--- config.mk ---
export PLATFORM = sky130hd
export DESIGN_NAME = phys_reg_free_list
export DESIGN_NICKNAME = d
export VERILOG_FILES = /design/src/rtl/phys_reg_free_list.sv
export SDC_FILE = /design/constraint.sdc
export NUM_CORES = 1
export LEC_CHECK = 0
export CAP_MARGIN = 20
export CORE_MARGIN = 3
export CORE_UTILIZATION = 60
export DETAILED_ROUTE_END_ITERATION = 7
export PLACE_DENSITY = 0.73
export SLEW_MARGIN = 40
export SYNTH_ARGS = -nofsm -noshare
export SYNTH_HDL_FRONTEND = slang
export SYNTH_SLANG_ARGS = --single-unit
--- constraint.sdc ---
create_clock -name clock -period 6.5 [get_ports clock]
set_input_delay 1.95 -clock clock [delete_from_list [all_inputs] [get_ports clock]]
set_output_delay 1.95 -clock clock [all_outputs]
set_load 0.05 [all_outputs]
--- src/rtl/phys_reg_free_list.sv ---
// Circular FIFO of free physical register tags feeding rename; refilled by ROB commit.
// Optional same-cycle release-to-take bypass on an empty list: define FREE_LIST_BYPASS_EN.
module phys_reg_free_list #(
  parameter int unsigned REG_FILE_ADDR_WIDTH = 7,
  parameter int unsigned NUM_ARCH_REGS       = 32
) (
  input  logic                           clock,
  input  logic                           reset,
  input  logic                           take_free_reg,
  output logic [REG_FILE_ADDR_WIDTH-1:0] free_reg,
  output logic                           reg_free_list_empty,
  input  logic                           release_valid,
  input  logic [REG_FILE_ADDR_WIDTH-1:0] release_reg,
  output logic [REG_FILE_ADDR_WIDTH-1:0] free_count,
  output logic                           overflow_err,
  output logic                           underflow_err
);

  localparam int unsigned W     = REG_FILE_ADDR_WIDTH;
  localparam int unsigned Depth = (1 << W) - NUM_ARCH_REGS;
  localparam int unsigned PtrW  = $clog2(Depth);
  localparam logic [W-1:0]    DepthW  = W'(Depth);
  localparam logic [PtrW-1:0] LastPtr = PtrW'(Depth - 1);

  logic [W-1:0]    mem [Depth];
  logic [PtrW-1:0] head_q, head_d, tail_q, tail_d;
  logic [W-1:0]    count_q, count_d;
  logic            ovf_q, ovf_d, unf_q, unf_d;
  logic            empty, push_req, bypass, bypass_take, pop_ok, push_ok;

  // Depth is not a power of two, so pointers wrap explicitly.
  function automatic logic [PtrW-1:0] ptr_inc(input logic [PtrW-1:0] p);
    return (p == LastPtr) ? '0 : p + 1'b1;
  endfunction

  always_comb begin
    empty    = (count_q == '0);
    push_req = release_valid && (release_reg != '0);
`ifdef FREE_LIST_BYPASS_EN
    bypass   = empty && push_req;
`else
    bypass   = 1'b0;
`endif
    bypass_take = bypass && take_free_reg;
    pop_ok      = take_free_reg && !empty;
    // A same-cycle pop frees a slot, so a push on a full list is still accepted.
    push_ok     = push_req && !bypass_take && ((count_q != DepthW) || pop_ok);

    ovf_d  = ovf_q | (push_req && !push_ok && !bypass_take);
    unf_d  = unf_q | (take_free_reg && empty && !bypass);
    head_d = pop_ok  ? ptr_inc(head_q) : head_q;
    tail_d = push_ok ? ptr_inc(tail_q) : tail_q;

    count_d = count_q;
    unique case ({push_ok, pop_ok})
      2'b10:   count_d = count_q + 1'b1;
      2'b01:   count_d = count_q - 1'b1;
      default: count_d = count_q;
    endcase

    free_reg            = bypass ? release_reg : mem[head_q];
    reg_free_list_empty = empty && !bypass;
    free_count          = count_q;
    overflow_err        = ovf_q;
    underflow_err       = unf_q;
  end

  always_ff @(posedge clock) begin
    if (reset) begin
      head_q  <= '0;
      tail_q  <= '0;
      count_q <= DepthW;
      ovf_q   <= 1'b0;
      unf_q   <= 1'b0;
    end else begin
      head_q  <= head_d;
      tail_q  <= tail_d;
      count_q <= count_d;
      ovf_q   <= ovf_d;
      unf_q   <= unf_d;
    end
  end

  // Tags below NUM_ARCH_REGS are pre-mapped, so the list starts with the rest.
  always_ff @(posedge clock) begin
    if (reset) begin
      for (int i = 0; i < Depth; i++) begin
        mem[i] <= W'(NUM_ARCH_REGS + i);
      end
    end else if (push_ok) begin
      mem[tail_q] <= release_reg;
    end
  end

endmodule
### After elaboration in Yosys (flattened, before gate mapping)

Memory sizes are Yosys's and may differ from the RTL's. A register that Yosys moved wholly into a read port is not among the register bits.
Index checks and enable logic that the tools add are counted.

* $add $sub $neg: 4
* multiply operators: 0
* div/mod/pow operators: 0
* magnitude comparators: 0
* equal/unequal tests: 5
* shift-type cells: 0
* muxes and demuxes: 13
* bitwise gates (word level): 2
* reduce and logical (&&, ||, !) cells: 12

Operators with widths (number)
* 7-bit 2-to-1 mux: 6
* 7-bit by 1-bit adder with 7-bit output, second input constant: 3
* 7-bit == test, second input constant: 2
* 7-bit case mux with 2 select lines: 1
* 7-bit zero test: 1
* 7-bit != test, second input constant: 1
* 7-bit nonzero test: 1
* 7-bit OR reduction: 1
* 7-bit by 1-bit subtractor with 7-bit output, second input constant: 1
* 1-bit 2-to-1 mux: 6
* 1-bit logical AND: 5
* 2-bit by 1-bit == test with 1-bit output, second input constant: 1
* 2-bit == test, second input constant: 1
* 1-bit zero test: 2
* 1-bit bitwise OR: 2
* 2-bit nonzero test: 1
* 1-bit logical OR: 1

* bits in registers: 23
* latch bits: 0
* bits in writable memories: 672
* ROM bits: 0
* input port bits: 11
* output and inout port bits: 17
* memories kept: 1

Memory list
* mem: depth 96, bits a word 7, read ports 1, clocked after memory_dff 1, write ports 96, RTL line 25 `logic [W-1:0] mem [Depth];`

### Logic depth before layout (Yosys ltp)

Gate-level depths: netlist of run 1.

* depth after elaboration: 10
* depth in mapped cells: 12
* depth with buffers taken out: 12

### Worst setup path after synthesis of run 1

OpenSTA, ideal clock, no wires.

* path type: register to output
* from: register (tool-made name)
* to: output port free_reg[0]
* arrival: 2.423 ns
* data required time: 4.550 ns
* path slack: 2.127 ns
* stages on the path, launching flop included: 9
* buffers on the path: 3
* cells stage by stage: dfxtp_1 -> clkbuf_1 -> clkbuf_1 -> buf_1 -> mux2i_1 -> a22oi_1 -> nand4_1 -> nor3_1 -> or4_1

RTL lines
* end, declared: RTL line 10 `output logic [REG_FILE_ADDR_WIDTH-1:0] free_reg,`

==> results of run 1 <==
==> cell usage in the layout (no fill, tap or decap), drive strengths merged, types with 52 or more instances in the layout <==
| cell type | count |
|---|---|
| edfxtp | 896 |
| mux2i | 453 |
| and3 | 304 |
| or2 | 200 |
| a22oi | 196 |
| or3 | 171 |
| clkbuf | 114 |
| buf | 110 |
| nand2 | 99 |
| nand3 | 68 |
| nor2 | 61 |
| nand2b | 53 |
| a21o | 52 |
==> kinds of logic (layout without fill, tap and decap cells) <==
family	Yosys count	count (layout)	share of synthesized area, %
xor+xnor	9	9	0.187
other cells	0	3	0
flops	926	926	65.4
simple gates	1081	1081	15.2
compound gates	304	304	5.20
buf+inv	308	309	2.94
mux	453	453	10.8
fa+ha+maj	9	9	0.285
==> sequential cells by signal, summed over array words and instances (netlist names), named ones only <==
| signal | count |
|---|---|
| tail_q | 7 |
| mem | 896 |
| free_count | 7 |
| overflow_err | 1 |
| head_q | 7 |
| underflow_err | 1 |
==> metrics by stage <==
step | worst slack, ns | area (sq um) | hold WS [ns]
finish | 0.232 | 46300 | 0.482
CTS | 0.0559 | 46200 | 0.489
global route | 0.132 | 46300 | 0.524
floorplan | 2.13 | 42100 | 0.482
global placement | 0.814 | 43300 | 0.457
detailed placement | 0.750 | 43300 | 0.471
==> area by class of cell <==
cell class | count | area (sq um)
multi-input combinational | 1856 | 13500
tap | 931 | 1160
clock buffer | 114 | 2440
timing repair buffer | 129 | 1170
clock inverter | 59 | 469
fill | 4808 | 22800
inverter | 7 | 26.3
antenna | 3 | 7.51
sequential | 926 | 27500
==> worst max-delay path, delay by kind of cell (launching register included) <==
kind / cells / cell delay, ns
simple gates: 4 / 1.37
buf+inv: 3 / 1.35
compound gates: 1 / 0.48
flops: 1 / 0.46
==> how the worst min path moves through the flow <==
stage,end,cells after the start
after CTS,underflow_err,2
after floorplan,tail_q[1],2
after detailed placement,underflow_err,2
after global placement,underflow_err,2
final,underflow_err,2
after global routing,underflow_err,2
==> per-layer routing <==
layer,GRT usage [%],vias to the layer above,routed length [microns]
met2,48.1,1587,52900
met4,11.9,4,4550
met5,0,-,38
met1,44.2,13407,45200
met3,6.02,262,12400
li1,-,11580,-
==> where the power goes <==
part	internal, mW	total, mW	switching (mW)
combinational	0.350	1.20	0.849
sequential	6.71	6.80	0.0888
clock	2.91	5.16	2.25
==> run metrics, run 1 <==
syn nets=between 3k and 4k; CP required=between 4 and 5 ns; port bufs=27; FF-to-FF Start=free_count[1]; Layout Nets=between 3k and 4k; status=complete, no violations; Setup crit end kind=output port; Cell Rows=96; FMAX=~160 MHz; Leak=15.1 nW; worst skew pair latency=approximately 0.64 ns; largest net degree at the start of global routing=74; Tcrit/Tclk final=around 96%; share of the synthesized area in the top cell type=63.9%; H-tree Lvls=3; Syn Inst Count=between 3k and 4k; Seq cells post-synth=between 900 and 1k; kind of critical path=register to output port; Core ar.=69100 sq um; synth cell count leaders=896 x edfxtp_1, 453 x mux2i_1, 304 x and3_1; maximum capacitance violations=0; DR DRC count=0; Final ANT Viol Nets=0; # resized after CTS=0; EDFF count, synth=around 900; overall power=between 10 and 15 mW; cts bufs inserted=93; CP peak stage delay=around 0.82 ns; R2R depth=13; Hold WC Path Type=register to register; clk root buf=clkbuf_16; gr ovfl total=0; global-route usage over all layers=31.1%; I/O Pins=28; Synth area leader=edfxtp_1; Power Density=around 280 nW/um^2; clock skew=approximately 0.027 ns; Slew headroom=about two fifths; Max clock buf depth=3; Wirelength per Cell=around 29 microns; clock-pin slew on the worst setup and hold paths=0.07 ns; largest cells by area after synthesis=edfxtp_1 64%, mux2i_1 11%, and3_1 4.5%; Area Growth Syn to Fin=9.98%; Placed Instances=~3.8k; # setup viols final=0; Placer Congestion=0.924; CP endpoint=free_reg[3]; Worst EP arrival=~4.3 ns; sequential fraction of the synthesis area=about two thirds; ys flop type=edfxtp_1; mapped cell area=42100 sq um; R2R Path End=free_count[6]; CTS tree=built; global-route wire length before repair=between 150 and 200 mm; YS warnings=0; Post-CTS Setup Bufs=0; TNS Setup=0 ns; Hold Buf Count CTS=0; drt first pass iters=6; synth unique cells=54; dpl hpwl=~73 mm; CTS sink count=slightly above 900; vias per inst=around 6.7; Worst Max-Slew Pin Slew=~0.9 ns; DIE WIDTH=271 microns; slowest CP cell=clkdlybuf4s50_1; final WL=around 120 mm; Async SR Flop Fraction=0%; count leader, synth=edfxtp_1; Post-Layout Cell Count=approximately 4.0k; RSZ-0062 raised after global routing=false; vias=between 20k and 30k; max-slew violations=0; initial core utilization=60.9%; startpoint types=register; Syn Area/Cell=around 14 sq um; final core occ=67.0%; CP Cell Sequence=buf_4, nor4bb_4, buf_4, a22oi_1, nand4_1, nor3_1, or4_1, clkdlybuf4s50_1; Fin. Hold Viols=0; Tmin final=6.27 ns; Die ar.=around 73000 sq um; CP Max Fanout=28; initial antenna violation count=8; vias in the first global route=25.8k; Reg2Reg Setup Slack=~2.8 ns; DRT iter0 DRCs=approximately 3.5k; maximum VDD drop=approximately 0.29 mV; hold wc startpoint=underflow_err; share of layout cells above drive strength 1=15.3%; Most common cell on crit path=buf_4; Die Y=271 microns
(Power assumes the default switching activity.)
==> inputs of run 2 (changes only) <==
--- a/config.mk
+++ b/config.mk
@@ -6,7 +6,7 @@
 export NUM_CORES = 1
 export LEC_CHECK = 0
 export CAP_MARGIN = 20
-export CORE_MARGIN = 3
+export CORE_MARGIN = 5
 export CORE_UTILIZATION = 60
 export DETAILED_ROUTE_END_ITERATION = 7
 export PLACE_DENSITY = 0.73
==> run 2 against run 1 <==
Effect of this change:
- the flow now finishes with violations (DRC)
- cell count about the same
- clock power increased by 1%
- power increased by 0.50%
- highest routed layer unchanged
==> run metrics, run 2 (synthesis results as in run 1) <==
status=complete, but fails checks; violated checks=DRC; gr busiest metal=met2; largest reg by FF count=mem; Placer Congestion=approximately 0.97; Wirelength per Cell=a little under 30 microns; vias=~27k; Area Growth Syn to Fin=10.0%; clock-pin slew on the worst setup and hold paths=roughly 0.060 ns; worst skew pair latency=between 0.6 and 0.7 ns; H-tree Lvls=3; dpl hpwl=~76 mm; CP required=roughly 4.6 ns; final WL=119 mm; Cell Rows=a little under 100; met3 Track Usage GR=between 6 and 7%; Worst EP arrival=between 4 and 5 ns; Layout Nets=slightly above 3k; Worst Max-Slew Pin Slew=between 0.8 and 0.9 ns; maximum capacitance violations=0; Die ar.=75500 sq um; share of layout cells above drive strength 1=15.2%; Core ar.=69800 sq um; most common cell after layout, fill and taps aside=edfxtp_1; met2 GRT Util=48.5%; # setup viols final=0; met1 Use GR=~45%; Final ANT Viol Nets=0; Placed Instance Area=approximately 43000 sq um; maximum VDD drop=between 0.2 and 0.3 mV; Leak=approximately 15 nW; fillers=between 4k and 5k; most frequent cells in the layout=896 x edfxtp_1, 453 x mux2i_1, 304 x and3_1, 200 x or2_2, 196 x a22oi_1; clock skew=approximately 0.015 ns; Fin. Hold Viols=0; Hold WC Path Type=register to register; DRT iter0 DRCs=roughly 4.3k; pre-CTS setup slack=0.686 ns; Tmin final=roughly 6.3 ns; Slew headroom=40.9%; CP Max Fanout=21; DR DRC count=2; global-route wire length before repair=approximately 170 mm; final worst slack=around 0.19 ns; Non-Filler Cell Area, Final=46300 sq um; Setup crit end kind=output port; port bufs=27; vias per inst=6.71; startpoint types=register; CTS tree=built; kind of critical path=register to output port; TNS Setup=0 ns; Hold Buf Count CTS=0; cts bufs inserted=between 90 and 100; global-route usage over all layers=between 30% and 40%; Worst Hold Slack=slightly below 0.5 ns; Tcrit/Tclk final=97.1%; final core occ=between 60% and 70%; largest net degree at the start of global routing=98; RSZ-0062 raised after global routing=false; CTS sink count=between 900 and 1k; Post-CTS Setup Bufs=0; drt first pass iters=8; clk root buf=clkbuf_16; DIE WIDTH=between 200 and 300 microns; initial core utilization=60.3%; FMAX=roughly 160 MHz; # resized after CTS=0; vias in the first global route=~26k; Die Y=275 microns; I/O Pins=28; initial antenna violation count=5; Power Density=between 200 and 300 nW/um^2; max reg flops=around 900; max-slew violations=0; gr ovfl total=0; Max clock buf depth=3
-- run 2: power by group --
part           internal, mW  switching (mW)  total, mW
Combinational         0.349           0.848       1.20
Sequential             6.71          0.0927       6.81
Clock                  2.97            2.26       5.22
-- run 2: final cells by class --
type	count	area [sq um]	area share (%)
diodes	2	5.00	0.0108
clock buffers	123	2520	5.45
clock inverters	46	394	0.851
inverters	7	26.3	0.0567
multi-input cells	1856	13500	29.1
flip-flops and latches	926	27500	59.4
well taps	940	1180	2.54
repair buffers	128	1180	2.55
-- run 2: final timing paths --
check,slack [ns],endpoint,from,depth (start not counted)
setup / recovery,0.19,free_reg[1],register,8
hold / removal,0.48,underflow_err,underflow_err,2
setup reg to reg,2.67,free_count[6],free_count[1],11
hold reg to reg,0.48,underflow_err,underflow_err,2
-- run 2: worst max-delay path, cell delays in order, from the launching register on --
cell             delay, ns
dfxtp_1               0.62
buf_4                 0.29
nor4b_4               0.67
buf_12                0.27
a22oi_1               0.17
nand4_1               0.16
nor3_1                0.11
or4_1                 0.65
clkdlybuf4s50_1       0.75
-- run 2: per-stage QoR --
step,power (mW),cells
2_1_floorplan,7.61,3090
3_3_place_gp,8.07,3855
3_5_place_dp,8.10,3855
4_1_cts,13.2,4024
5_1_grt,13.6,4026
6_report,13.2,4028
-- run 2: metal layers --
metal  share of wire, %  wire length [microns]
met5              0.034                     40
met4                3.7                   4360
met3                 12                  14100
met2                 46                  54600
met1                 39                  45800
